==> src/rtl/truth_table_input_conditioner.sv <==
// Input conditioner for the 3-input truth table: synchronises and debounces three raw
// switch levels, then commits them as one coherent {a,b,c} word after a group hold-off.
module truth_table_input_conditioner #(
    parameter int SYNC_STAGES    = 2,
    parameter int STABLE_CYCLES  = 16,
    parameter int HOLDOFF_CYCLES = 8
) (
    input  logic       clk,
    input  logic       rst_n,
    input  logic [2:0] sw_in,
    output logic       a,
    output logic       b,
    output logic       c,
    output logic       abc_strobe,
    output logic       busy
);

    localparam int CNT_W  = (STABLE_CYCLES  > 1) ? $clog2(STABLE_CYCLES)  : 1;
    localparam int HCNT_W = (HOLDOFF_CYCLES > 1) ? $clog2(HOLDOFF_CYCLES) : 1;
    localparam logic [CNT_W-1:0]  CNT_MAX  = CNT_W'(STABLE_CYCLES - 1);
    localparam logic [HCNT_W-1:0] HCNT_MAX = HCNT_W'(HOLDOFF_CYCLES - 1);

    typedef enum logic [1:0] {
        IDLE   = 2'd0,
        SETTLE = 2'd1,
        COMMIT = 2'd2
    } state_t;

    // Synchroniser chain: row 0 samples the pin, the last row is the synced value.
    logic [SYNC_STAGES-1:0][2:0] sync_q;
    logic [2:0]                  sync;

    logic [2:0][CNT_W-1:0] cnt_q, cnt_d;
    logic [2:0]            deb_q, deb_d;
    logic [2:0]            deb_prev_q;

    state_t            state_q, state_d;
    logic [HCNT_W-1:0] hcnt_q, hcnt_d;
    logic [2:0]        abc_q, abc_d;
    logic              strobe_q, strobe_d;
    logic              busy_q, busy_d;

    assign sync = sync_q[SYNC_STAGES-1];

    // NOTE: sequential state uses non-blocking (<=) so every flop samples pre-edge values.
    always_ff @(posedge clk or negedge rst_n) begin
        if (!rst_n) begin
            sync_q <= '0;
        end else begin
            sync_q <= {sync_q[SYNC_STAGES-2:0], sw_in};
        end
    end

    // Per-bit debounce: deb flips only after STABLE_CYCLES consecutive disagreeing samples.
    always_comb begin
        // NOTE: defaults first so no path through this block leaves a latch.
        cnt_d = cnt_q;
        deb_d = deb_q;
        for (int i = 0; i < 3; i++) begin
            if (sync[i] == deb_q[i]) begin
                cnt_d[i] = '0;
            end else if (cnt_q[i] == CNT_MAX) begin
                deb_d[i] = sync[i];
                cnt_d[i] = '0;
            end else begin
                cnt_d[i] = cnt_q[i] + 1'b1;
            end
        end
    end

    always_ff @(posedge clk or negedge rst_n) begin
        if (!rst_n) begin
            cnt_q      <= '0;
            deb_q      <= '0;
            deb_prev_q <= '0;
        end else begin
            cnt_q      <= cnt_d;
            deb_q      <= deb_d;
            deb_prev_q <= deb_q;
        end
    end

    // Group FSM: wait until the debounced word has been quiet for HOLDOFF_CYCLES, then commit.
    always_comb begin
        state_d  = state_q;
        hcnt_d   = hcnt_q;
        abc_d    = abc_q;
        strobe_d = 1'b0;
        unique case (state_q)
            IDLE: begin
                if (deb_q != abc_q) begin
                    state_d = SETTLE;
                    hcnt_d  = '0;
                end
            end
            SETTLE: begin
                if (deb_q != deb_prev_q) begin
                    hcnt_d = '0;
                end else if (hcnt_q == HCNT_MAX) begin
                    state_d = COMMIT;
                end else begin
                    hcnt_d = hcnt_q + 1'b1;
                end
            end
            COMMIT: begin
                state_d = IDLE;
                // A word that drifted back to the committed value is dropped silently.
                if (deb_q != abc_q) begin
                    abc_d    = deb_q;
                    strobe_d = 1'b1;
                end
            end
            default: state_d = IDLE;
        endcase
        busy_d = (state_d != IDLE);
    end

    always_ff @(posedge clk or negedge rst_n) begin
        if (!rst_n) begin
            state_q  <= IDLE;
            hcnt_q   <= '0;
            abc_q    <= '0;
            strobe_q <= 1'b0;
            busy_q   <= 1'b0;
        end else begin
            state_q  <= state_d;
            hcnt_q   <= hcnt_d;
            abc_q    <= abc_d;
            strobe_q <= strobe_d;
            busy_q   <= busy_d;
        end
    end

    assign a          = abc_q[2];
    assign b          = abc_q[1];
    assign c          = abc_q[0];
    assign abc_strobe = strobe_q;
    assign busy       = busy_q;

endmodule

==> config.mk <==
export PLATFORM = sky130hd
export DESIGN_NAME = truth_table_input_conditioner
export DESIGN_NICKNAME = d
export VERILOG_FILES = /design/src/rtl/truth_table_input_conditioner.sv
export SDC_FILE = /design/constraint.sdc
export NUM_CORES = 1
export LEC_CHECK = 0
export CAP_MARGIN = 5
export CELL_PAD_IN_SITES_DETAIL_PLACEMENT = 0
export CELL_PAD_IN_SITES_GLOBAL_PLACEMENT = 2
export CORE_ASPECT_RATIO = 0.5
export CORE_MARGIN = 1
export CORE_UTILIZATION = 42
export CTS_CLUSTER_DIAMETER = 60
export DETAILED_ROUTE_END_ITERATION = 12
export PLACE_DENSITY_LB_ADDON = 0.1
export RECOVER_POWER = 25
export SKIP_LAST_GASP = 1
export SLEW_MARGIN = 20
export SYNTH_ARGS = -nofsm -noshare
export SYNTH_HDL_FRONTEND = slang
export SYNTH_SLANG_ARGS = --single-unit
==> constraint.sdc <==
create_clock -name clk -period 2.1 [get_ports clk]
set_input_delay 0.42 -clock clk [delete_from_list [all_inputs] [get_ports clk]]
set_output_delay 0.42 -clock clk [all_outputs]
set_load 0.02 [all_outputs]
==> flow_metrics.tcl, run 1 <==
set metrics [dict create \
    synthDistinctLibCells 23 \
    yosys.area_share.simple_pct 10.3 \
    ys.flop_type "dfrtp_1" \
    seq_area_frac_synth_pct 62.2 \
    worst-path-stages 1 \
    synthArstFlopShare_pct 100 \
    fmax_mhz 588 \
    grt_overflow 0 \
    drtIter0Drc 22 \
    yosys-top-cells-area "dfrtp_1, xnor2_1, mux2_2" \
    dp.cells 155 \
    die_y_um 42.4 \
    cp_slowest_cell "clkdlybuf4s50_1" \
    drive_gt1_share_pct 12.2 \
    status "finished, final reports clean" \
    synth_seq_cells 34 \
    hp-class "reg2reg" \
    p_per_area_mw_per_mm2 807 \
    critical-path-max-stage-delay_ps 620 \
    path_clk_slew_ps 70 \
    grt_pass1_vias 890 \
    crit_chain "clkdlybuf4s50_1" \
    num_rows 14 \
    root_buffer "clkbuf_8" \
    tightest_slew_ps 817 \
    die_w_um 82.7 \
    h-tree-depth 2 \
    skew_ps 2.80 \
    cts_inserted_buffers 5 \
    finalWirelength_mm 2.22 \
    max_cap_violations 0 \
    syn_nets 115 \
    synth_area_leader_cell "dfrtp_1" \
    slew_headroom_pct 45.5 \
    firstDrtPassIters 4 \
    vias 816 \
    io_buffers 9 \
    hold-worst-slack_ps 354 \
    wl_per_cell_um 13.6 \
    endpoint_kind "primary output" \
    areaGrowthSynthToFinish_pct 17.3 \
    finalSetupViolCount 0 \
    fin_crit_sh_pct 81.0 \
    pwr-share-comb_pct 7.4 \
    synth_compound_area_share_pct 8.87 \
    diodes 0 \
    die_area_mm2 0.00350 \
    wl_met2_mm 1.07 \
    yosysWarnings 0 \
    grt_pass1_wl_mm 3.73 \
    pin_count 10 \
    grt_setup_unrepaired "false" \
    cts_tree "done" \
    gp_congestion 0.682 \
    layout.cells.non_filler 163 \
    period_minus_slack_ps 1700 \
    avgSynthCellArea_um2 13.0 \
    ant_nets 0 \
    cts_resized 0 \
    cts.sinks 34 \
    fin_nets 132 \
    holdPathStages 0 \
    yosys.area_share.xor_xnor_pct 7.69 \
    max-vdd-ir-drop_mv 0.464 \
    initial_core_util_pct 44.9 \
    cp_max_fo 3 \
    crit_buf_inv 1 \
    place_hpwl_mm 1.57 \
    p_sw_uw 293 \
    coreArea_mm2 0.00305 \
    hold_buffers 0 \
    hold_viol 0 \
    synth_top_area_share_pct 62.2 \
    critical_path.top_delay_family "buffers and inverters" \
    muxShareOfSynthArea_pct 4.94 \
    final_area_mm2 0.00160 \
    cp_data_required_time_ps 1680 \
    postPlaceCellArea_mm2 0.00152 \
    synth_edf_count 0 \
    start_kind "flip-flop" \
    slew_viol_final 0 \
    grt_max_degree 35 \
    switching_share_pct 22.7 \
    synthesis.instances 105 \
    post_cts_buffers 0 \
    ctsLongestPathBuffers 2 \
    netlist_area_mm2 0.00137 \
    via_per_inst 5.01 \
    synth_fa_ha_area_share_pct 4.57 \
    synth_top_family_by_area "simple AND/OR/NAND/NOR gates" \
    antenna_found_initial 0 \
    clk_latency_ps 280 \
    seqPwrFrac_pct 55.4 \
    setup-tns-final_ps 0 \
    crit_type "reg2out" \
    p_int_mw 1.00 \
    r2r.worst_path.cells 5 \
    wl_met1_mm 1.05 \
    drc 0 \
    wl_met3_um 86 \
    p_leak_nw 0.754 \
    crit_arrival_ps 1280 \
    top_layer "met4" \
    groute.usage.overall_pct 15.3 \
    pwr-share-clk_pct 37.2 \
]
-- final cells by class --
class	instances	area, um2
fillers	266	1440
flip-flops and latches	34	851
multi-input cells	66	498
repair buffers	10	95.1
clock buffers	7	86.3
well taps	40	50.0
inverters	5	18.8
clock inverters	1	5.00
-- logic make-up (layout without fill, tap and decap cells) --
kind of cell / after synthesis / after routing
compound gates: 17 / 17
fa+ha+maj: 5 / 5
buf+inv: 5 / 23
simple gates: 26 / 26
xor+xnor: 12 / 12
flops: 34 / 34
mux: 6 / 6
-- registers in the layout, indices dropped and copies added, names as in the netlist --
name,count
cnt_q,12
abc_q,3
deb_prev_q,3
deb_q,3
hcnt_q,3
sync,3
sync_q,3
state_q,2
abc_strobe,1
busy,1
-- layout by cell type, fill, tap and decap left out, types with 2 or more instances in the layout --
cell	n
dfrtp_1	34
xnor2_1	9
a21oi_1	7
nor2_1	6
mux2_2	6
clkbuf_8	6
inv_1	5
ha_1	5
clkdlybuf4s50_1	5
o21ai_0	4
dlygate4sd3_1	4
nor2b_1	3
nand3_1	3
xor2_1	3
nand2_1	3
nor3b_1	2
a311oi_1	2
nor3_1	2
nand4b_1	2
a21o_1	2
and3_1	2
-- path summary, 6_finish.rpt --
| kind | start | endpoint | slack (ps) |
|---|---|---|---|
| worst min-delay path | sync_q[0]$_DFF_PN0_ | sync[0]$_DFF_PN0_ | 350 |
| max in group asynchronous | rst_n | deb_prev_q[2]$_DFF_PN0_ | 820 |
| worst max-delay path | abc_q[1]$_DFFE_PN0P_ | b | 400 |
| min in group asynchronous | rst_n | hcnt_q[2]$_DFFE_PN0P_ | 770 |
| worst max register to register | hcnt_q[0]$_DFFE_PN0P_ | hcnt_q[0]$_DFFE_PN0P_ | 610 |
| worst min register to register | sync_q[0]$_DFF_PN0_ | sync[0]$_DFF_PN0_ | 350 |
-- synth_stat cells (2+ instances only) --
cell and count:
a21oi_1 7, nand4b_1 2, nand2_1 3, nor2b_1 3, nor3b_1 2, nor3_1 2, o21ai_0 4, a311oi_1 2
xor2_1 3, dfrtp_1 34, nor2_1 6, xnor2_1 9, ha_1 5, nand3_1 3, a21o_1 2, and3_1 2
mux2_2 6, inv_1 5
-- per-layer routing --
metal	vias up	global-route usage, %
li1	397	-
met1	407	17.4
met2	10	24.9
met3	2	7.17
met4	0	6.21
met5	-	0
-- power groups by stage --
stage / clock network [mW] / registers [mW] / logic, mW
6_report: 0.481 / 0.717 / 0.0962
5_1_grt: 0.532 / 0.720 / 0.113
4_1_cts: 0.497 / 0.717 / 0.101
3_5_place_dp: 0 / 0.729 / 0.100
3_3_place_gp: 0 / 0.724 / 0.0924
2_1_floorplan: 0 / 0.723 / 0.0621
-- per-stage QoR --
| stage | utilization (%) | setup WS, ps | power [mW] |
|---|---|---|---|
| 2_1_floorplan | - | 740 | 0.785 |
| 3_3_place_gp | 49.7 | 717 | 0.816 |
| 3_5_place_dp | 49.7 | 623 | 0.829 |
| 4_1_cts | 52.7 | 385 | 1.31 |
| 5_1_grt | 52.6 | 370 | 1.37 |
| 6_report | 52.6 | 399 | 1.29 |
Power figures use the tool's default switching activity.
==> inputs of run 2 (changes only) <==
--- a/config.mk
+++ b/config.mk
@@ -10,7 +10,7 @@
 export CELL_PAD_IN_SITES_GLOBAL_PLACEMENT = 2
 export CORE_ASPECT_RATIO = 0.5
 export CORE_MARGIN = 1
-export CORE_UTILIZATION = 42
+export CORE_UTILIZATION = 39
 export CTS_CLUSTER_DIAMETER = 60
 export DETAILED_ROUTE_END_ITERATION = 12
 export PLACE_DENSITY_LB_ADDON = 0.1
==> constraint.sdc (replaced) <==
create_clock -name clk -period 1.6 [get_ports clk]
set_input_delay 0.32 -clock clk [delete_from_list [all_inputs] [get_ports clk]]
set_output_delay 0.32 -clock clk [all_outputs]
set_load 0.02 [all_outputs]
==> run 2 against run 1 <==
Net effect:
- clock skew up 1.2 ps
- routed wire length is 11% higher
- flip-flop and latch count did not move
- global-route usage is 0.86 points higher
- setup slack worse by 310 ps
- sequential share of layout area is 0.53 points lower
- sequential power is 31% higher
- critical path type unchanged
==> flow_metrics.tcl, run 2 (synthesis gave the netlist of run 1 again) <==
set metrics [dict create \
    cts_inserted_buffers 5 \
    grt_setup_unrepaired "false" \
    areaGrowthSynthToFinish_pct 18.5 \
    grt_pass1_wl_mm 4.23 \
    finalWirelength_mm 2.45 \
    die_area_mm2 0.00376 \
    hold-worst-slack_ps 356 \
    rr_startpoint "hcnt_q[0]$_DFFE_PN0P_" \
    clk_latency_ps 280 \
    hold_buffers 0 \
    hp-class "reg2reg" \
    cp_slowest_cell "clkdlybuf4s50_1" \
    hp-start "sync_q[0]$_DFF_PN0_" \
    crit_chain "clkdlybuf4s50_1" \
    grt_pass1_vias 946 \
    period_minus_slack_ps 1510 \
    multi_input_area_um2 504 \
    slew_viol_final 0 \
    post_cts_buffers 0 \
    met3_usage_pct 7.81 \
    layout_common_cells "dfrtp_1, xnor2_1" \
    slew_headroom_pct 45.3 \
    setup-tns-final_ps 0 \
    antenna_found_initial 0 \
    final_common_cell "dfrtp_1" \
    cts_tree "done" \
    start_kind "flip-flop" \
    max_flop_register "cnt_q" \
    use_met1_pct 17.1 \
    crit_type "reg2out" \
    seqCellArea_um2 851 \
    h-tree-depth 2 \
    max-vdd-ir-drop_mv 0.466 \
    hold_viol 0 \
    crit_arrival_ps 1190 \
    initial_core_util_pct 43.1 \
    wl_per_cell_um 14.3 \
    pin_count 10 \
    r2r.worst_path.cells 5 \
    skew_ps 4.03 \
    cts.sinks 34 \
    critical_path.top_delay_family "buffers and inverters" \
    cp_max_fo 1 \
    die_w_um 85.7 \
    holdPathEnd "sync[0]$_DFF_PN0_" \
    die_y_um 43.9 \
    globalRouteMet2Util_pct 26.2 \
    diodes 0 \
    holdPathStages 0 \
    tightest_slew_ps 821 \
    via_per_inst 4.97 \
    worst-path-stages 1 \
    drtIter0Drc 33 \
    critical-path-max-stage-delay_ps 590 \
    p_per_area_mw_per_mm2 1060 \
    drive_gt1_share_pct 13.7 \
    firstDrtPassIters 4 \
    gp_congestion 0.672 \
    place_hpwl_mm 1.71 \
    crit_buf_inv 1 \
    finalSetupViolCount 0 \
    power_mw 1.72 \
    cp_data_required_time_ps 1280 \
    vias 855 \
    final_area_mm2 0.00162 \
    grt_overflow 0 \
    max_cap_violations 0 \
    timing.rr.end "hcnt_q[0]$_DFFE_PN0P_" \
    groute.usage.overall_pct 16.2 \
    grt_max_degree 35 \
    path_clk_slew_ps 70 \
    coreArea_mm2 0.00317 \
    fin_nets 133 \
    drc 0 \
    largest_register_ffs 12 \
    fmax_mhz 662 \
    status "finished, final reports clean" \
    gr-max-usage-layer "met2" \
    fin_crit_sh_pct 94.5 \
    ctsLongestPathBuffers 2 \
    endpoint_kind "primary output" \
    fill_cells 277 \
    p_leak_nw 0.767 \
    r2r_setup_slack_ps 120 \
    ant_nets 0 \
    postPlaceCellArea_mm2 0.00153 \
    io_buffers 9 \
    num_rows 14 \
    root_buffer "clkbuf_8" \
]
==> run 2: changes by cell type in the layout (fill, tap and decap cells not counted), sizes merged <==
cell	delta
clkdlybuf4s50	-3
dlygate4sd2	+3
clkbuf	+1
==> run 2: how the worst max path moves through the flow <==
stage | start | to | slack, ps
5_1_grt | hcnt_q[0]$_DFFE_PN0P_ | hcnt_q[0]$_DFFE_PN0P_ | 40
2_1_floorplan | hcnt_q[0]$_DFFE_PN0P_ | hcnt_q[0]$_DFFE_PN0P_ | 240
6_report | abc_strobe$_DFF_PN0_ | abc_strobe | 90
3_3_place_gp | hcnt_q[0]$_DFFE_PN0P_ | hcnt_q[0]$_DFFE_PN0P_ | 210
4_1_cts | abc_strobe$_DFF_PN0_ | abc_strobe | 70
3_5_place_dp | hcnt_q[0]$_DFFE_PN0P_ | hcnt_q[0]$_DFFE_PN0P_ | 100
==> run 2: cell type report <==
type	count	share of cell area, %
clock buffers	7	5.33
repair buffers	11	5.87
inverters	5	1.16
multi-input cells	66	31.1
flip-flops and latches	34	52.5
well taps	48	3.71
clock inverters	1	0.309
==> run 2: per-stage QoR <==
stage	setup slack (ps)	utilization, %	instances
floorplan	240	-	105
detailed placement	101	48.3	164
global route	39.5	51.1	172
CTS	69.4	51.1	172
finish	88.7	51.1	172
global placement	212	48.3	164
==> run 2: report_power, final <==
group	switching, mW	leakage [nW]	internal (mW)
Clock	0.294	0.0482	0.347
Sequential	0.0391	0.452	0.902
Combinational	0.0716	0.266	0.0666
Total	0.405	0.767	1.32
==> run 2: timing repair <==
action,4_1_cts,5_1_grt
gates resized for setup,3,2
pin swaps,0,0
endpoints found under the setup margin,3,2
==> run 2: routing by layer <==
| metal | vias up | part of all wire, % |
|---|---|---|
| li1 | 401 | - |
| met1 | 433 | 43 |
| met2 | 13 | 50 |
| met3 | 8 | 4.0 |
| met4 | 0 | 2.7 |
| met5 | - | 0 |
==> inputs of run 3 (changes only) <==
--- a/config.mk
+++ b/config.mk
@@ -9,14 +9,13 @@
 export CELL_PAD_IN_SITES_DETAIL_PLACEMENT = 0
 export CELL_PAD_IN_SITES_GLOBAL_PLACEMENT = 2
 export CORE_ASPECT_RATIO = 0.5
-export CORE_MARGIN = 1
+export CORE_MARGIN = 2
 export CORE_UTILIZATION = 39
 export CTS_CLUSTER_DIAMETER = 60
 export DETAILED_ROUTE_END_ITERATION = 12
-export PLACE_DENSITY_LB_ADDON = 0.1
+export PLACE_DENSITY = 0.79
 export RECOVER_POWER = 25
 export SKIP_LAST_GASP = 1
-export SLEW_MARGIN = 20
 export SYNTH_ARGS = -nofsm -noshare
 export SYNTH_HDL_FRONTEND = slang
 export SYNTH_SLANG_ARGS = --single-unit
==> run 3 against run 2 <==
Net effect:
- critical path depth did not move
- largest cell class unchanged
- worst hold slack got worse by 6.0 ps
- setup slack got worse by 7.5 ps
- power fell by 0.14%
- core utilization fell by 3.4 points
- sequential share of layout area barely moved
- final area barely moved
==> flow_metrics.tcl, run 3 (synthesis gave the netlist of run 1 again) <==
set metrics [dict create \
    crit_type "reg2out" \
    fmax_mhz 658 \
    layout.cells.non_filler 175 \
    initial_core_util_pct 40.3 \
    h-tree-depth 2 \
    hold_viol 0 \
    drc 0 \
    skew_ps 3.51 \
    dp.cells 167 \
    largest_register_ffs 12 \
    via_per_inst 4.55 \
    cp_max_fo 1 \
    grt_overflow 0 \
    crit_buf_inv 1 \
    io_buffers 9 \
    pin_count 10 \
    max_flop_register "cnt_q" \
    die_w_um 87.7 \
    vias 797 \
    final_common_cell "dfrtp_1" \
    grt_max_degree 35 \
    period_minus_slack_ps 1520 \
    num_rows 15 \
    gp_congestion 0.786 \
    cp_data_required_time_ps 1280 \
    crit_arrival_ps 1200 \
    setup-tns-final_ps 0 \
    place_ws_ps 157 \
    status "finished, final reports clean" \
    finalWirelength_mm 2.09 \
    die_area_mm2 0.00402 \
    clk_latency_ps 290 \
    firstDrtPassIters 4 \
    finalSetupViolCount 0 \
    hold_buffers 0 \
    fin_crit_sh_pct 94.9 \
    diodes 0 \
    endpoint_kind "primary output" \
    grt_setup_unrepaired "false" \
    die_y_um 45.9 \
    root_buffer "clkbuf_8" \
    areaGrowthSynthToFinish_pct 18.6 \
    max_cap_violations 0 \
    hp-class "reg2reg" \
    drtIter0Drc 29 \
    grt_pass1_wl_mm 3.65 \
    p_leak_nw 0.774 \
    place_hpwl_mm 1.38 \
    p_per_area_mw_per_mm2 1060 \
    ctsLongestPathBuffers 2 \
    cp_slowest_cell "clkdlybuf4s50_1" \
    fin_nets 133 \
    tightest_slew_ps 812 \
    fin_ws_ps 81.2 \
    slew_viol_final 0 \
    cts_inserted_buffers 5 \
    max-vdd-ir-drop_mv 0.426 \
    start_kind "flip-flop" \
    antenna_found_initial 0 \
    grt_pass1_vias 785 \
    groute.usage.overall_pct 13.1 \
    cts_tree "done" \
    ant_nets 0 \
    finalCoreUtilization_pct 47.7 \
    slew_headroom_pct 45.9 \
    coreArea_mm2 0.00340 \
    layout_common_cells "dfrtp_1, xnor2_1, a21oi_1" \
    critical_path.top_delay_family "buffers and inverters" \
    critical-path-max-stage-delay_ps 590 \
    crit_chain "clkdlybuf4s50_1" \
    drive_gt1_share_pct 12.9 \
    wl_per_cell_um 11.9 \
    path_clk_slew_ps 70 \
    cts.sinks 34 \
    r2r_setup_slack_ps 150 \
]
run 3: what timing repair did:
action,CTS,global route
endpoints found under the setup margin,3,0
resized for setup,3,0
setup buffers,0,0
run 3: worst register-to-register path, stage by stage (launching register included):
cell,delay (ps)
dfrtp_1,410
ha_1,210
ha_1,230
or3_1,320
a21oi_1,130
a21o_1,100
run 3: layout make-up:
| cell class | instances | area [um2] |
|---|---|---|
| Fill cell | 319 | 1780 |
| Sequential cell | 34 | 851 |
| Multi-Input combinational cell | 66 | 498 |
| Timing Repair Buffer | 11 | 98.8 |
| Clock buffer | 7 | 86.3 |
| Tap cell | 51 | 63.8 |
| Inverter | 5 | 18.8 |
| Clock inverter | 1 | 5.00 |
run 3: report_power, final:
part / internal, mW / switching, mW / total (mW) / leakage (nW)
Combinational: 0.0647 / 0.0612 / 0.126 / 0.274
Sequential: 0.902 / 0.0361 / 0.938 / 0.452
Clock: 0.347 / 0.307 / 0.654 / 0.0482
Total: 1.31 / 0.404 / 1.72 / 0.774
run 3: per-layer routing:
layer  wire (um)  vias up  track usage, %
li1            -      402               -
met1        1060      379            16.7
met2         873       12            17.7
met3         117        4            7.61
met4          36        0            6.46
met5           0        -               0
run 3: metrics by stage:
stage	area [um2]	hold slack (ps)	total power, mW
5_1_grt	1620	352	1.81
6_report	1620	350	1.72
2_1_floorplan	1370	24.4	1.03
4_1_cts	1640	351	1.76
3_5_place_dp	1550	335	1.09
3_3_place_gp	1550	331	1.09
run 3: worst paths after layout:
| kind | startpoint | end | depth (start not counted) |
|---|---|---|---|
| hold / removal | sync_q[0]$_DFF_PN0_ | sync[0]$_DFF_PN0_ | 0 |
| min in group asynchronous | rst_n | cnt_q[8]$_DFF_PN0_ | 2 |
| setup reg to reg | hcnt_q[0]$_DFFE_PN0P_ | hcnt_q[0]$_DFFE_PN0P_ | 5 |
| setup / recovery | abc_strobe$_DFF_PN0_ | abc_strobe | 1 |
| max in group asynchronous | rst_n | busy$_DFF_PN0_ | 2 |
| hold reg to reg | sync_q[0]$_DFF_PN0_ | sync[0]$_DFF_PN0_ | 0 |
